$ cat src/rtl/pipe_stage_chain.sv
// In-order pipeline latch chain with valid-qualified stall, flush and
// saturating performance counters.
module pipe_stage_chain #(
  parameter int W       = 32,
  parameter int NSTAGES = 5,
  parameter int CNTW    = 16
) (
  input  logic                 clk,
  input  logic                 r,
  input  logic                 in_v,
  input  logic [W-1:0]         in_data,
  output logic                 in_ready,
  input  logic [NSTAGES-1:0]   stall_req,
  input  logic [NSTAGES-1:0]   flush_req,
  output logic [NSTAGES-1:0]   stage_v,
  output logic [NSTAGES*W-1:0] stage_data,
  output logic                 out_v,
  output logic [W-1:0]         out_data,
  output logic [CNTW-1:0]      stall_cnt,
  output logic [CNTW-1:0]      flush_cnt,
  output logic [CNTW-1:0]      retire_cnt
);

  logic [NSTAGES-1:0] v_q;
  logic [W-1:0]       data_q [NSTAGES];

  logic [NSTAGES-1:0] eff_stall;
  logic [NSTAGES-1:0] eff_flush;
  logic [NSTAGES-1:0] hold;
  logic [NSTAGES-1:0] squash;
  logic [NSTAGES-1:0] v_nxt;
  logic               any_stall;
  logic               any_flush;

  // Qualify requests with stage validity; only the oldest flush counts.
  always_comb begin
    logic found;
    found     = 1'b0;
    eff_stall = stall_req & v_q;
    eff_flush = '0;
    for (int k = NSTAGES - 1; k >= 0; k--) begin
      eff_flush[k] = flush_req[k] & v_q[k] & ~found;
      found        = found | eff_flush[k];
    end
  end

  // Hold propagates from a stalled stage to all younger stages;
  // squash marks every stage younger than the flushing one.
  always_comb begin
    logic hacc;
    logic sacc;
    hacc   = 1'b0;
    sacc   = 1'b0;
    hold   = '0;
    squash = '0;
    for (int k = NSTAGES - 1; k >= 0; k--) begin
      hacc      = hacc | eff_stall[k];
      hold[k]   = hacc;
      squash[k] = sacc;
      sacc      = sacc | eff_flush[k];
    end
  end

  assign any_stall = |eff_stall;
  assign any_flush = |eff_flush;

  // Next valid bits: squash beats hold, hold beats advance.
  always_comb begin
    v_nxt = '0;
    if (squash[0])
      v_nxt[0] = 1'b0;
    else if (hold[0])
      v_nxt[0] = v_q[0];
    else
      v_nxt[0] = in_v;
    for (int k = 1; k < NSTAGES; k++) begin
      if (squash[k])
        v_nxt[k] = 1'b0;
      else if (hold[k])
        v_nxt[k] = v_q[k];
      else
        v_nxt[k] = v_q[k-1] & ~eff_stall[k-1];
    end
  end

  // Stage valid register.
  always_ff @(posedge clk) begin
    if (r)
      v_q <= '0;
    else
      v_q <= v_nxt;
  end

  // Stage payload registers; payload loads whenever the stage is not held.
  always_ff @(posedge clk) begin
    if (r) begin
      for (int k = 0; k < NSTAGES; k++)
        data_q[k] <= '0;
    end else begin
      if (!hold[0])
        data_q[0] <= in_data;
      for (int k = 1; k < NSTAGES; k++)
        if (!hold[k])
          data_q[k] <= data_q[k-1];
    end
  end

  // Saturating stall / flush / retire counters.
  always_ff @(posedge clk) begin
    if (r) begin
      stall_cnt  <= '0;
      flush_cnt  <= '0;
      retire_cnt <= '0;
    end else begin
      if (any_stall && stall_cnt != '1)
        stall_cnt <= stall_cnt + 1'b1;
      if (any_flush && flush_cnt != '1)
        flush_cnt <= flush_cnt + 1'b1;
      if (out_v && retire_cnt != '1)
        retire_cnt <= retire_cnt + 1'b1;
    end
  end

  // Flatten payloads for observation by stage logic.
  always_comb begin
    stage_data = '0;
    for (int k = 0; k < NSTAGES; k++)
      stage_data[k*W +: W] = data_q[k];
  end

  assign stage_v  = v_q;
  assign in_ready = ~r & ~hold[0] & ~any_flush;
  assign out_v    = ~r & v_q[NSTAGES-1] & ~eff_stall[NSTAGES-1];
  assign out_data = data_q[NSTAGES-1];

endmodule

$ cat config.mk
export PLATFORM = sky130hd
export DESIGN_NAME = pipe_stage_chain
export DESIGN_NICKNAME = d
export VERILOG_FILES = /design/src/rtl/pipe_stage_chain.sv
export SDC_FILE = /design/constraint.sdc
export NUM_CORES = 1
export LEC_CHECK = 0
export CAP_MARGIN = 10
export CORE_ASPECT_RATIO = 1.25
export CORE_MARGIN = 2
export CORE_UTILIZATION = 35
export DETAILED_ROUTE_END_ITERATION = 8
export SLEW_MARGIN = 25
export SYNTH_ARGS = -nofsm -noshare
export SYNTH_HDL_FRONTEND = slang
export SYNTH_SLANG_ARGS = --single-unit
$ cat constraint.sdc
create_clock -name clk -period 4.1 [get_ports clk]
set_input_delay 1.23 -clock clk [delete_from_list [all_inputs] [get_ports clk]]
set_output_delay 1.23 -clock clk [all_outputs]
set_load 0.02 [all_outputs]
==> impl_metrics.toml <==
[outcome]
status = "finished clean"

[synth]
async_reset_ff_share_pct = 0
yosysWarnings = 0
synth_area_um2 = 8770
ys_seq_area_share_pct = 66.8
syn_area_per_cell_um2 = 12.8
ys.flop_type = "edfxtp_1"
syn_inst = 686
synth_edf_count = 160
ys_seq_elements = 213
ys_types = 42
synth_fp_nets = 734

[timing]
period_needed_ns = 3.96
slew_violations = 0
rsz0062_at_grt = "no"
skew_ns = 0.00794
setup_tns_ns = 0
finalSetupViolCount = 0
max_freq_ghz = 0.252
relSlewSlack_pct = 33.6
setup_slack_ns = 0.139
worst_slew_pin_slew_ns = 0.987
finalHoldViolations = 0
period_share_pct = 96.6

[critical_path]
cp_max_fo = 6
path_cells = "clkdlybuf4s50_1, buf_4, nor3b_1, clkdlybuf4s50_1"
max_stage_delay_ns = 0.66
cp_common_cell = "clkdlybuf4s50_1"
startpoint_type = "input pin"
setup.worst_path.class = "in2out"
cp.arrival_ns = 2.73
crit_required_ns = 2.87
end_kind = "output pin"
cp_slowest_cell = "clkdlybuf4s50_1"
r2r-start = "retire_cnt[0]"
crit_path_start = "stall_req[4]"

[cts]
cts.path.max_buffers = 3
h-tree-depth = 1
clkSinkCount = 213
hold_buffers = 0
path_clk_slew_ns = 0.06
clk_latency_ns = 0.50
cts_tree = "built"
cts_inserted_buffers = 23
root_buffer = "clkbuf_16"

[die]
initial_utilization_pct = 35.7
die_w_um = 146
io_pins = 292
die-area_um2 = 26400
die_y_um = 181
num_rows = 64
core_um2 = 24600

[drt]
wl_um = 21600
drt_iter0_markers = 337
ant_nets = 0
drc_errors = 0
dr_total_vias = 5900
drtPass1Iterations = 4
wl_per_cell_um = 16.7
vias_per_cell = 4.55

[job]
drv_cap = 0

[layout]
nets = 1002
fill_cells = 2165
layout_common_cells = "289 x clkdlybuf4s50_1, 165 x and2_1, 160 x edfxtp_1"
areaGrowthSynthToFinish_pct = 43.2
fin_area_um2 = 12600
final_common_cell = "clkdlybuf4s50_1"
diodes = 0
drive_above_1_share_pct = 6.52

[min_path]
hold_start = "flush_cnt[15]"
hold_class = "reg2reg"

[pwr]
p_leak_nw = 4.57
power_density_nw_per_um2 = 404
ir_worst_vdd_mv = 0.241

[global_route]
grtUsageTotal_pct = 16.0
grt_pass1_wl_um = 33300
global_route.overflow_total = 0
grt_start_max_net_pins = 161
grt_pass1_vias = 5706
antenna_found_initial = 0

[place]
io_buffers = 291
dp_slack_ns = -0.199
gp_congestion = 0.834
dpl.hpwl_um = 15600
placed_area_um2 = 11900
==> where the power goes <==
part | switching, mW | internal [mW] | total (mW) | leakage (nW)
registers | 0.0685 | 2.45 | 2.52 | 2.30
logic | 0.330 | 0.301 | 0.631 | 1.92
clock network | 0.785 | 1.15 | 1.93 | 0.348
==> synth_stat cells (4+ instances only) <==
library cell  instances  area (um2)
and2_1              165        1030
edfxtp_1            160        4800
dfxtp_1              53        1060
nor2_1               45         169
xnor2_1              35         307
buf_4                33         248
clkbuf_1             29         109
nand2_1              24        90.1
nand4_1              20         125
nor3_1               19        95.1
nand3_1              13        65.1
nor4_1               11        68.8
a21oi_1              10        50.1
and4_1                5        43.8
nand2b_1              5        31.3
nor2b_1               5        31.3
o21ai_0               5        25.0
or2_2                 5        31.3
and3_1                4        25.0
mux2i_1               4        40.0
nor3b_1               4        30.0
nor4b_1               4        35.0
==> layer usage <==
| metal | routed length, um | GRT usage [%] | up-vias |
|---|---|---|---|
| met5 | 0 | 0 | - |
| met4 | 583 | 4.75 | 0 |
| met3 | 1410 | 4.17 | 33 |
| met2 | 10800 | 28.0 | 192 |
| met1 | 8760 | 19.4 | 2777 |
| li1 | - | - | 2898 |
==> critical path: cells and delay by family <==
family	cells	cell delay [ns]
buf+inv	3	1.26
simple gates	1	0.24
==> cells by family after synthesis <==
family                     after synthesis  synth area share (%)
xor gates and xnor gates                35                  3.49
buffers and inverters                   67                  4.45
AOI/OAI and AO/OA                       26                  1.84
adders and majority gates                3                 0.428
DFF                                    213                  66.8
muxes                                    6                 0.756
and+or+nand+nor                        336                  22.2
==> metrics by stage <==
stage          utilization [%]  power (mW)  hold slack, ns  cells
2_1_floorplan                -        2.85           0.563    686
3_3_place_gp              48.3        3.20           0.487   1259
3_5_place_dp              48.3        3.21           0.498   1259
4_1_cts                   51.1        5.15           0.510   1296
5_1_grt                   51.1        5.28           0.526   1296
6_report                  51.1        5.08           0.508   1296
==> what timing repair did <==
action                                  CTS  global route
buffers inserted                          0             0
pin swaps                                 1             2
endpoints found under the setup margin    1             1
gates resized for setup                   1             2
==> worst paths after layout <==
| kind | cells after the start | endpoint | slack, ns |
|---|---|---|---|
| setup reg to reg | 7 | retire_cnt[3] | 1.76 |
| hold reg to reg | 2 | flush_cnt[15] | 0.51 |
| hold / removal | 2 | flush_cnt[15] | 0.51 |
| setup / recovery | 4 | out_v | 0.14 |
==> layout make-up <==
class                   instances  area [um2]  area share, %
clock buffers                  32         644           5.13
inverters                       3        11.3         0.0896
clock inverters                 5        50.0          0.398
repair buffers                307        3050           24.3
well taps                     330         413           3.29
flip-flops and latches        213        5870           46.7
multi-input cells             406        2530           20.1
==> sequential cells by signal, indices dropped and copies added (netlist names) <==
name,flops
stage_v,5
stall_cnt,16
retire_cnt,16
data_q,160
flush_cnt,16
No activity file was read; power rests on OpenSTA's default activity.
